--- src/rtl/graph_poly_if.sv ---
// graph_poly_if: pixel, frame and coefficient-load bus for the polynomial plotter
interface graph_poly_if #(
  parameter int CORDW = 12,
  parameter int COEFW = 16
);
  logic                    frame;
  logic signed [CORDW-1:0] x;
  logic signed [CORDW-1:0] y;
  logic                    coef_we;
  logic [2:0]              coef_idx;
  logic signed [COEFW-1:0] coef_data;
  logic                    coef_pending;
  logic                    r;
  modport master (output frame, x, y, coef_we, coef_idx, coef_data, input coef_pending, r);
  modport slave (input frame, x, y, coef_we, coef_idx, coef_data, output coef_pending, r);
endinterface

--- src/rtl/graph_poly.sv ---
// graph_poly: pipelined Horner polynomial plotter with frame-synchronous shadow coefficient bank
module graph_poly #(
  parameter int CORDW = 12,
  parameter int COEFW = 16,
  parameter int FRACW = 8,
  parameter int DEG   = 2,
  parameter int THICK = 1
) (
  input logic clk,
  input logic rst,
  graph_poly_if.slave bus
);
  localparam int ACCW = COEFW + CORDW;
  localparam int PW   = ACCW + CORDW + 1;
  localparam int DW   = ACCW + 1;
  localparam logic signed [PW-1:0]   PMAX = PW'({1'b0, {(ACCW-1){1'b1}}});
  localparam logic signed [PW-1:0]   PMIN = ~PMAX;
  localparam logic signed [ACCW-1:0] AMAX = PMAX[ACCW-1:0];
  localparam logic signed [ACCW-1:0] AMIN = PMIN[ACCW-1:0];
  localparam logic signed [DW-1:0]   TH   = DW'(THICK);
  localparam logic [2:0]             DMAX = 3'(DEG);

  logic signed [COEFW-1:0] act [0:DEG];
  logic signed [COEFW-1:0] shd [0:DEG];
  logic signed [ACCW-1:0]  acc [0:DEG];
  logic signed [CORDW-1:0] xs  [0:DEG];
  logic signed [CORDW-1:0] ys  [0:DEG];
  logic signed [ACCW-1:0]  nxt [1:DEG];
  logic signed [ACCW-1:0]  f;
  logic signed [DW-1:0]    d;
  logic                    hit, pend, r_q, wr;

  assign wr = bus.coef_we && bus.coef_idx <= DMAX;

  // Each stage forms the exact product-plus-coefficient, then clamps so overflow never wraps
  for (genvar k = 1; k <= DEG; k++) begin : g_st
    logic signed [PW-1:0] s;
    assign s = PW'(acc[k-1]) * PW'(xs[k-1]) + PW'(act[DEG-k]);
    assign nxt[k] = s > PMAX ? AMAX : s < PMIN ? AMIN : s[ACCW-1:0];
  end

  always_comb begin
    f   = acc[DEG] >>> FRACW;
    d   = DW'(f) - DW'(ys[DEG]);
    hit = d >= -TH && d <= TH;
  end

  always_ff @(posedge clk) begin
    if (rst) begin
      for (int i = 0; i <= DEG; i++) begin
        act[i] <= '0;
        shd[i] <= '0;
        acc[i] <= '0;
        xs[i]  <= '0;
        ys[i]  <= '0;
      end
      pend <= 1'b0;
      r_q  <= 1'b0;
    end else begin
      // Copy reads pre-write shadow, so a coincident write waits for the next frame
      for (int i = 0; i <= DEG; i++) begin
        if (bus.frame) act[i] <= shd[i];
        if (wr && bus.coef_idx == 3'(i)) shd[i] <= bus.coef_data;
      end
      pend   <= wr | (pend & ~bus.frame);
      acc[0] <= ACCW'(act[DEG]);
      xs[0]  <= bus.x;
      ys[0]  <= bus.y;
      for (int i = 1; i <= DEG; i++) begin
        acc[i] <= nxt[i];
        xs[i]  <= xs[i-1];
        ys[i]  <= ys[i-1];
      end
      r_q <= hit;
    end
  end

  assign bus.r            = r_q;
  assign bus.coef_pending = pend;
endmodule
--- src/flat_wrapper.sv ---
// flat-port wrapper written by rule: the top's interface ports become plain ports
module graph_poly_flat 
#(
  parameter int CORDW = 12,
  parameter int COEFW = 16,
  parameter int FRACW = 8,
  parameter int DEG   = 2,
  parameter int THICK = 1
)
  (clk, rst, bus_frame, bus_x, bus_y, bus_coef_we, bus_coef_idx, bus_coef_data, bus_coef_pending, bus_r);
  graph_poly_if #(.CORDW(CORDW), .COEFW(COEFW)) bus_i ();
  input logic clk;
  input logic rst;
  input wire logic [$bits(bus_i.frame)-1:0] bus_frame;
  input wire logic [$bits(bus_i.x)-1:0] bus_x;
  input wire logic [$bits(bus_i.y)-1:0] bus_y;
  input wire logic [$bits(bus_i.coef_we)-1:0] bus_coef_we;
  input wire logic [$bits(bus_i.coef_idx)-1:0] bus_coef_idx;
  input wire logic [$bits(bus_i.coef_data)-1:0] bus_coef_data;
  output wire logic [$bits(bus_i.coef_pending)-1:0] bus_coef_pending;
  output wire logic [$bits(bus_i.r)-1:0] bus_r;
  assign bus_i.frame = bus_frame;
  assign bus_i.x = bus_x;
  assign bus_i.y = bus_y;
  assign bus_i.coef_we = bus_coef_we;
  assign bus_i.coef_idx = bus_coef_idx;
  assign bus_i.coef_data = bus_coef_data;
  assign bus_coef_pending = bus_i.coef_pending;
  assign bus_r = bus_i.r;
  graph_poly #(.CORDW(CORDW), .COEFW(COEFW), .FRACW(FRACW), .DEG(DEG), .THICK(THICK)) u_core (.clk(clk), .rst(rst), .bus(bus_i));
endmodule
--- config.mk ---
export PLATFORM = sky130hd
export DESIGN_NAME = graph_poly_flat
export DESIGN_NICKNAME = d
export VERILOG_FILES = /design/src/rtl/graph_poly_if.sv /design/src/rtl/graph_poly.sv /design/src/flat_wrapper.sv
export SDC_FILE = /design/constraint.sdc
export NUM_CORES = 2
export LEC_CHECK = 0
export ABC_AREA = 1
export ABC_CLOCK_PERIOD_IN_PS = 14300
export CELL_PAD_IN_SITES_DETAIL_PLACEMENT = 1
export CELL_PAD_IN_SITES_GLOBAL_PLACEMENT = 1
export CORE_UTILIZATION = 26
export CTS_BUF_LIST = sky130_fd_sc_hd__clkbuf_8
export DETAILED_ROUTE_END_ITERATION = 6
export PLACE_DENSITY_LB_ADDON = 0.25
export SLEW_MARGIN = 20
export SYNTH_ARGS = -nofsm -noshare
export SYNTH_HDL_FRONTEND = slang
export SYNTH_SLANG_ARGS = --single-unit
--- constraint.sdc ---
create_clock -name clk -period 14.3 [get_ports clk]
set_input_delay 3.575 -clock clk [delete_from_list [all_inputs] [get_ports clk]]
set_output_delay 3.575 -clock clk [all_outputs]
set_load 0.01 [all_outputs]
== Yosys cells after proc, flatten, opt, wreduce, memory -nomap -nowiden ==
Memories as Yosys holds them, arrays and structs flattened.
Cells that the tools add are included.

* Bits in registers: 2
* Memories kept: 5
* RAM bits: 252
* Output and inout bits: 2
* Input port bits: 47

{| class="wikitable"
|+ Memory list
! memory !! words !! bits a word !! read ports !! clocked after Yosys merged registers in !! wr ports !! RTL line !! source
|-
| u_core.acc || 3 || 28 || 3 || 0 || 3 || graph_poly.sv:25 || <nowiki>logic signed [ACCW-1:0] acc [0:DEG];</nowiki>
|-
| u_core.act || 3 || 16 || 3 || 0 || 3 || graph_poly.sv:23 || <nowiki>logic signed [COEFW-1:0] act [0:DEG];</nowiki>
|-
| u_core.shd || 3 || 16 || 3 || 0 || 3 || graph_poly.sv:24 || <nowiki>logic signed [COEFW-1:0] shd [0:DEG];</nowiki>
|-
| u_core.xs || 3 || 12 || 2 || 0 || 3 || graph_poly.sv:26 || <nowiki>logic signed [CORDW-1:0] xs [0:DEG];</nowiki>
|-
| u_core.ys || 3 || 12 || 3 || 0 || 3 || graph_poly.sv:27 || <nowiki>logic signed [CORDW-1:0] ys [0:DEG];</nowiki>
|}

* Reduce and logical (&&, ||, !) cells: 6
* Order comparisons: 7
* Eq/ne operators: 2
* Bitwise operators: 18
* Add/subtract/negate cells: 3
* Multiply operators: 2
* Muxes and demuxes: 34

{| class="wikitable"
|+ Operators by type and width
! cell !! count
|-
| $mux 28 || 7
|-
| $mux 16 || 6
|-
| $add 40x16->41 || 2
|-
| $gt 41x28->1 const B || 2
|-
| $lt 41x28->1 const B || 2
|-
| $mul 28x12->40 || 2
|-
| $mux 12 || 6
|-
| $ge 29x1->1 const B || 1
|-
| $le 29x2->1 const B || 1
|-
| $sub 20x12->21 || 1
|-
| $or 1x1->1 || 16
|-
| $mux 1 || 15
|-
| $logic_and 1x1->1 || 5
|-
| $eq 3x1->1 const B || 1
|-
| $eq 3x2->1 const B || 1
|-
| $le 3x2->1 const B || 1
|-
| $logic_not 3->1 || 1
|-
| $and 1x1->1 || 1
|-
| $not 1->1 || 1
|}

== Logic depth before layout (Yosys ltp) ==
* Depth in word-level cells: 7
* Gate-level depth with buffers: 36
* Gate-level depth less buffers: 33

== Least setup slack after synthesis ==
Ideal clock, no wire load.

* Kind: register -> register
* From: mem u_core.xs[0][1]
* To: mem u_core.acc[0][35] (netlist bit)
* Path slack: 8.338 ns
* Setup time: 0.116 ns
* Arrival: 5.845 ns
* Stages on the path, launching flop included: 28
* Period minus slack after synthesis: 5.962 ns
* Cell sequence: dfxtp_1 clkbuf_1 clkbuf_1 nand2_1 fa_1 fa_1 inv_1 fa_1 inv_1 fa_1 fa_1 inv_1 ha_1 ha_1 inv_1 nor3_1 inv_1 nor2_1 nand3_1 nand2_1 nand2_1 nand2_1 nand2_1 nor2_1 nand3_1 nand3_1 buf_2 nand2_1

{| class="wikitable"
|+ RTL lines
! element !! RTL line
|-
| from (decl) || graph_poly.sv:26
|-
| to (decl) || graph_poly.sv:25
|}

==> impl_results.md <==
* Total Routed Length at 82010 µm
* Leading post-synthesis cells by instance count: sky130_fd_sc_hd__inv_1 (1044), sky130_fd_sc_hd__nand2_1 (947), sky130_fd_sc_hd__fa_1 (537), sky130_fd_sc_hd__nor2_1 (311), sky130_fd_sc_hd__ha_1 (203)
* Total of max-cap violations at 0
* First-pass GRT wire length at 135100 µm
* Cell with the largest stage delay on the worst path: sky130_fd_sc_hd__clkinv_1
* Cell taking the most area after synthesis: sky130_fd_sc_hd__fa_1
* Number of library cell types mapped by synthesis at 43
* Starting density of the core at 26.35%
* Worst setup SP type: flop
* Max-slew violation total from the final report at 0
* Share of the synthesized area in the top cell type at 35.48%
* Number of storage elements in the synthesis netlist at 222
* Maximum fanout along the worst path at 28
* I/O Buffers at 48
* Worst hold path class: flop to flop
* Design Area, Final at 33080 µm²
* Unrepaired setup endpoints after global routing: false
* Floorplan core area at 115000 µm²
* Number of antenna violations at the first check in global routing at 2
* Total number of nets in the final design at 4570
* EDFF count, synth at 96
* First-pass detailed-route iteration total at 5
* Detailed-route DRC error count at 0
* Total number of placement rows at 124
* Master cell of the clock root buffer: sky130_fd_sc_hd__clkbuf_8
* Most used DFF post-synth: sky130_fd_sc_hd__dfxtp_1
* Final Critical Period at 7.496 ns
* Maximum single-stage delay on the critical path at 0.80 ns
* Post-Syn Nets at 4588
* Number of instances in the synthesized netlist at 3801
* Die area at 117900 µm²
* Start-to-end type of the worst setup path: flop to flop
* Post-Synthesis Cell Area at 30300 µm²
* All-layer global routing usage at 14.47%
* Fin util at 28.77%
* Most repeated cell in the gate-level netlist after synthesis: sky130_fd_sc_hd__inv_1
* Pleak at 18.57 nW
* Total of warnings raised by yosys at 0
* Pre-CTS setup slack at 6.777 ns
* Crit. End Element: flop
* Final setup TNS at 0 ns
* Number of global-route vias before repair at 25353
* Width of the die at 343.4 µm
* Worst slew margin at 29.88%
* Share of synthesized area occupied by flip-flops and latches at 17.84%
* Pin count of the biggest net entering global routing at 58
* CTS tree: done
* Number of buffers inserted during clock tree synthesis at 41
* Share of layout cells above drive strength 1 at 2.674%
* Top cells by area, synth: sky130_fd_sc_hd__fa_1 (35%), sky130_fd_sc_hd__inv_1 (13%), sky130_fd_sc_hd__nand2_1 (12%), sky130_fd_sc_hd__edfxtp_1 (9.5%), sky130_fd_sc_hd__ha_1 (8.4%)
* Number of buffer and inverter instances along the worst setup path at 3
* Detailed placement HPWL at 69420 µm
* Post-route insts no fill at 5327
* Via-to-Cell Ratio at 4.207
* Final Skew at 0.01742 ns
* Actual slew at the worst max-slew pin at 1.045 ns
* Post-CTS setup repair buffer count at 0
* Post-route antenna net violation count at 0
* Cell family contributing the most delay on the critical path: adder cells
* Fraction of synthesis flops using an asynchronous set or reset pin at 0%
* Cell-by-cell listing of the critical path: clkinv_1, or2_2, fa_1, fa_1, inv_1, fa_1, fa_1, fa_1, fa_1, ha_1, nand2_1, inv_1, a21oi_1, nor2_1, nor2_1, nand2_1, nand2_1, nand2_1, nand2_1, nand2_1, nor3_1, nand4_1, nand2_1, a21oi_1
* Status: finished clean
* Setup WS post-layout at 6.804 ns
* Cell type with the highest occurrence count on the critical path: sky130_fd_sc_hd__nand2_1
* Synthesized area per cell at 7.971 µm²
* Synthesis-to-finish area growth at 9.184%
* Cell Count Post-Placement at 5252
* Number of top-level pins at 49
* Critical Path AT at 7.96 ns
* Maximum achievable frequency at 133.4 MHz
* Area post-placement at 32310 µm²
* Count of endpoints failing setup in the final report at 0
* Total of hold buffers inserted after clock tree synthesis at 0
* CTS HTree Levels at 2
* Detailed-route via count at 22412
* Number of DRC markers after the initial detailed-route iteration at 770
* Required time at the endpoint of the critical path at 14.77 ns
* Final clock period utilization by the worst path at 52.42%
* Final hold vios at 0
* Per-cell routed wire length at 15.40 µm
* Total clock sinks at 222
* Weighted congestion reported at the end of routability-driven placement at 0.8289
* Source-to-sink clock delay at the later pin of the worst-skew pair at 0.63 ns
* Resized cells post-CTS at 0
* Maximum number of buffers from clock root to sink at 3
* Worst vdd ir at 0.07632 mV
* Height of the die at 343.4 µm
* P per Cell Area at 151.1 nW/µm²
* Clk pin slew, worst setup/hold paths at 0.06 ns
* GR Overflow Total at 0
state kept, by name (all words and copies together), names as in the netlist:
signal                   count
u_core.shd                  48
u_core.xs                   24
u_core.bus.r                 1
u_core.bus.coef_pending      1
u_core.act                  48
u_core.ys                   36
u_core.acc                  64
cells by family after synthesis:
family          synth area share, %
compound gates                3.126
buf+inv                       14.72
simple gates                  18.71
fa+ha+maj                     43.87
flops                         17.84
xor+xnor                      1.734
final cells by class:
cell class / instances / area [µm²]
diodes: 1 / 2.502
well taps: 1512 / 1892
clock inverters: 30 / 162.7
multi-input cells: 2400 / 20430
inverters: 1047 / 3930
clock buffers: 44 / 605.6
fillers: 13825 / 81880
repair buffers: 71 / 650.6
flip-flops and latches: 222 / 5405
worst min-delay path: stages (launching register included):
cell and delay, ns:
sky130_fd_sc_hd__dfxtp_1 0.30, sky130_fd_sc_hd__inv_1 0.04, sky130_fd_sc_hd__nor2_1 0.03
cells in the final DEF (no fill, tap or decap), types with 4 or more instances in the layout:
| master | instances |
|---|---|
| sky130_fd_sc_hd__inv_1 | 1058 |
| sky130_fd_sc_hd__a31oi_1 | 9 |
| sky130_fd_sc_hd__clkdlybuf4s50_1 | 47 |
| sky130_fd_sc_hd__nand4_1 | 18 |
| sky130_fd_sc_hd__nand2_1 | 947 |
| sky130_fd_sc_hd__clkinv_1 | 6 |
| sky130_fd_sc_hd__clkinv_2 | 5 |
| sky130_fd_sc_hd__xor2_1 | 43 |
| sky130_fd_sc_hd__o21ai_1 | 4 |
| sky130_fd_sc_hd__edfxtp_1 | 96 |
| sky130_fd_sc_hd__o21ai_0 | 30 |
| sky130_fd_sc_hd__a21oi_1 | 98 |
| sky130_fd_sc_hd__o21a_1 | 4 |
| sky130_fd_sc_hd__o21bai_1 | 10 |
| sky130_fd_sc_hd__nand3b_1 | 6 |
| sky130_fd_sc_hd__dfxtp_1 | 126 |
| sky130_fd_sc_hd__xnor2_1 | 17 |
| sky130_fd_sc_hd__clkbuf_8 | 44 |
| sky130_fd_sc_hd__nand3_1 | 105 |
| sky130_fd_sc_hd__fa_1 | 537 |
| sky130_fd_sc_hd__or2_2 | 7 |
| sky130_fd_sc_hd__nor2_1 | 311 |
| sky130_fd_sc_hd__buf_4 | 24 |
| sky130_fd_sc_hd__nor3_1 | 15 |
| sky130_fd_sc_hd__a21o_1 | 8 |
| sky130_fd_sc_hd__nand2_2 | 6 |
| sky130_fd_sc_hd__ha_1 | 203 |
routing by layer:
layer | vias up | track usage [%] | part of all wire, %
met5 | - | 0 | 0.013
li1 | 10913 | - | -
met1 | 11239 | 19.17 | 48
met2 | 185 | 25.37 | 48
met3 | 73 | 1.663 | 2.4
met4 | 2 | 2.769 | 1.6
per-stage QoR:
stage,power (mW),hold WS (ns)
floorplan,3.421,0.3883
global placement,4.474,0.3983
detailed placement,4.485,0.3989
CTS,5.131,0.3968
global route,5.607,0.4216
finish,4.998,0.4045
worst paths after layout:
kind | slack, ns | from | depth (start not counted) | endpoint
hold / removal | 0.40 | u_core.ys[0][0]$_SDFF_PP0_ | 2 | u_core.ys[0][12]$_SDFF_PP0_
setup / recovery | 6.80 | u_core.xs[0][23]$_SDFF_PP0_ | 24 | u_core.acc[0][64]$_SDFF_PP0_
hold reg to reg | 0.40 | u_core.ys[0][0]$_SDFF_PP0_ | 2 | u_core.ys[0][12]$_SDFF_PP0_
setup reg to reg | 6.80 | u_core.xs[0][23]$_SDFF_PP0_ | 24 | u_core.acc[0][64]$_SDFF_PP0_
power breakdown:
group	switching (mW)	leakage (nW)	internal (mW)
Sequential	0.226	2.04	0.762
Clock	0.306	0.447	0.290
Combinational	2.20	16.1	1.22
Note: power is estimated with default switching activity, not from simulation.
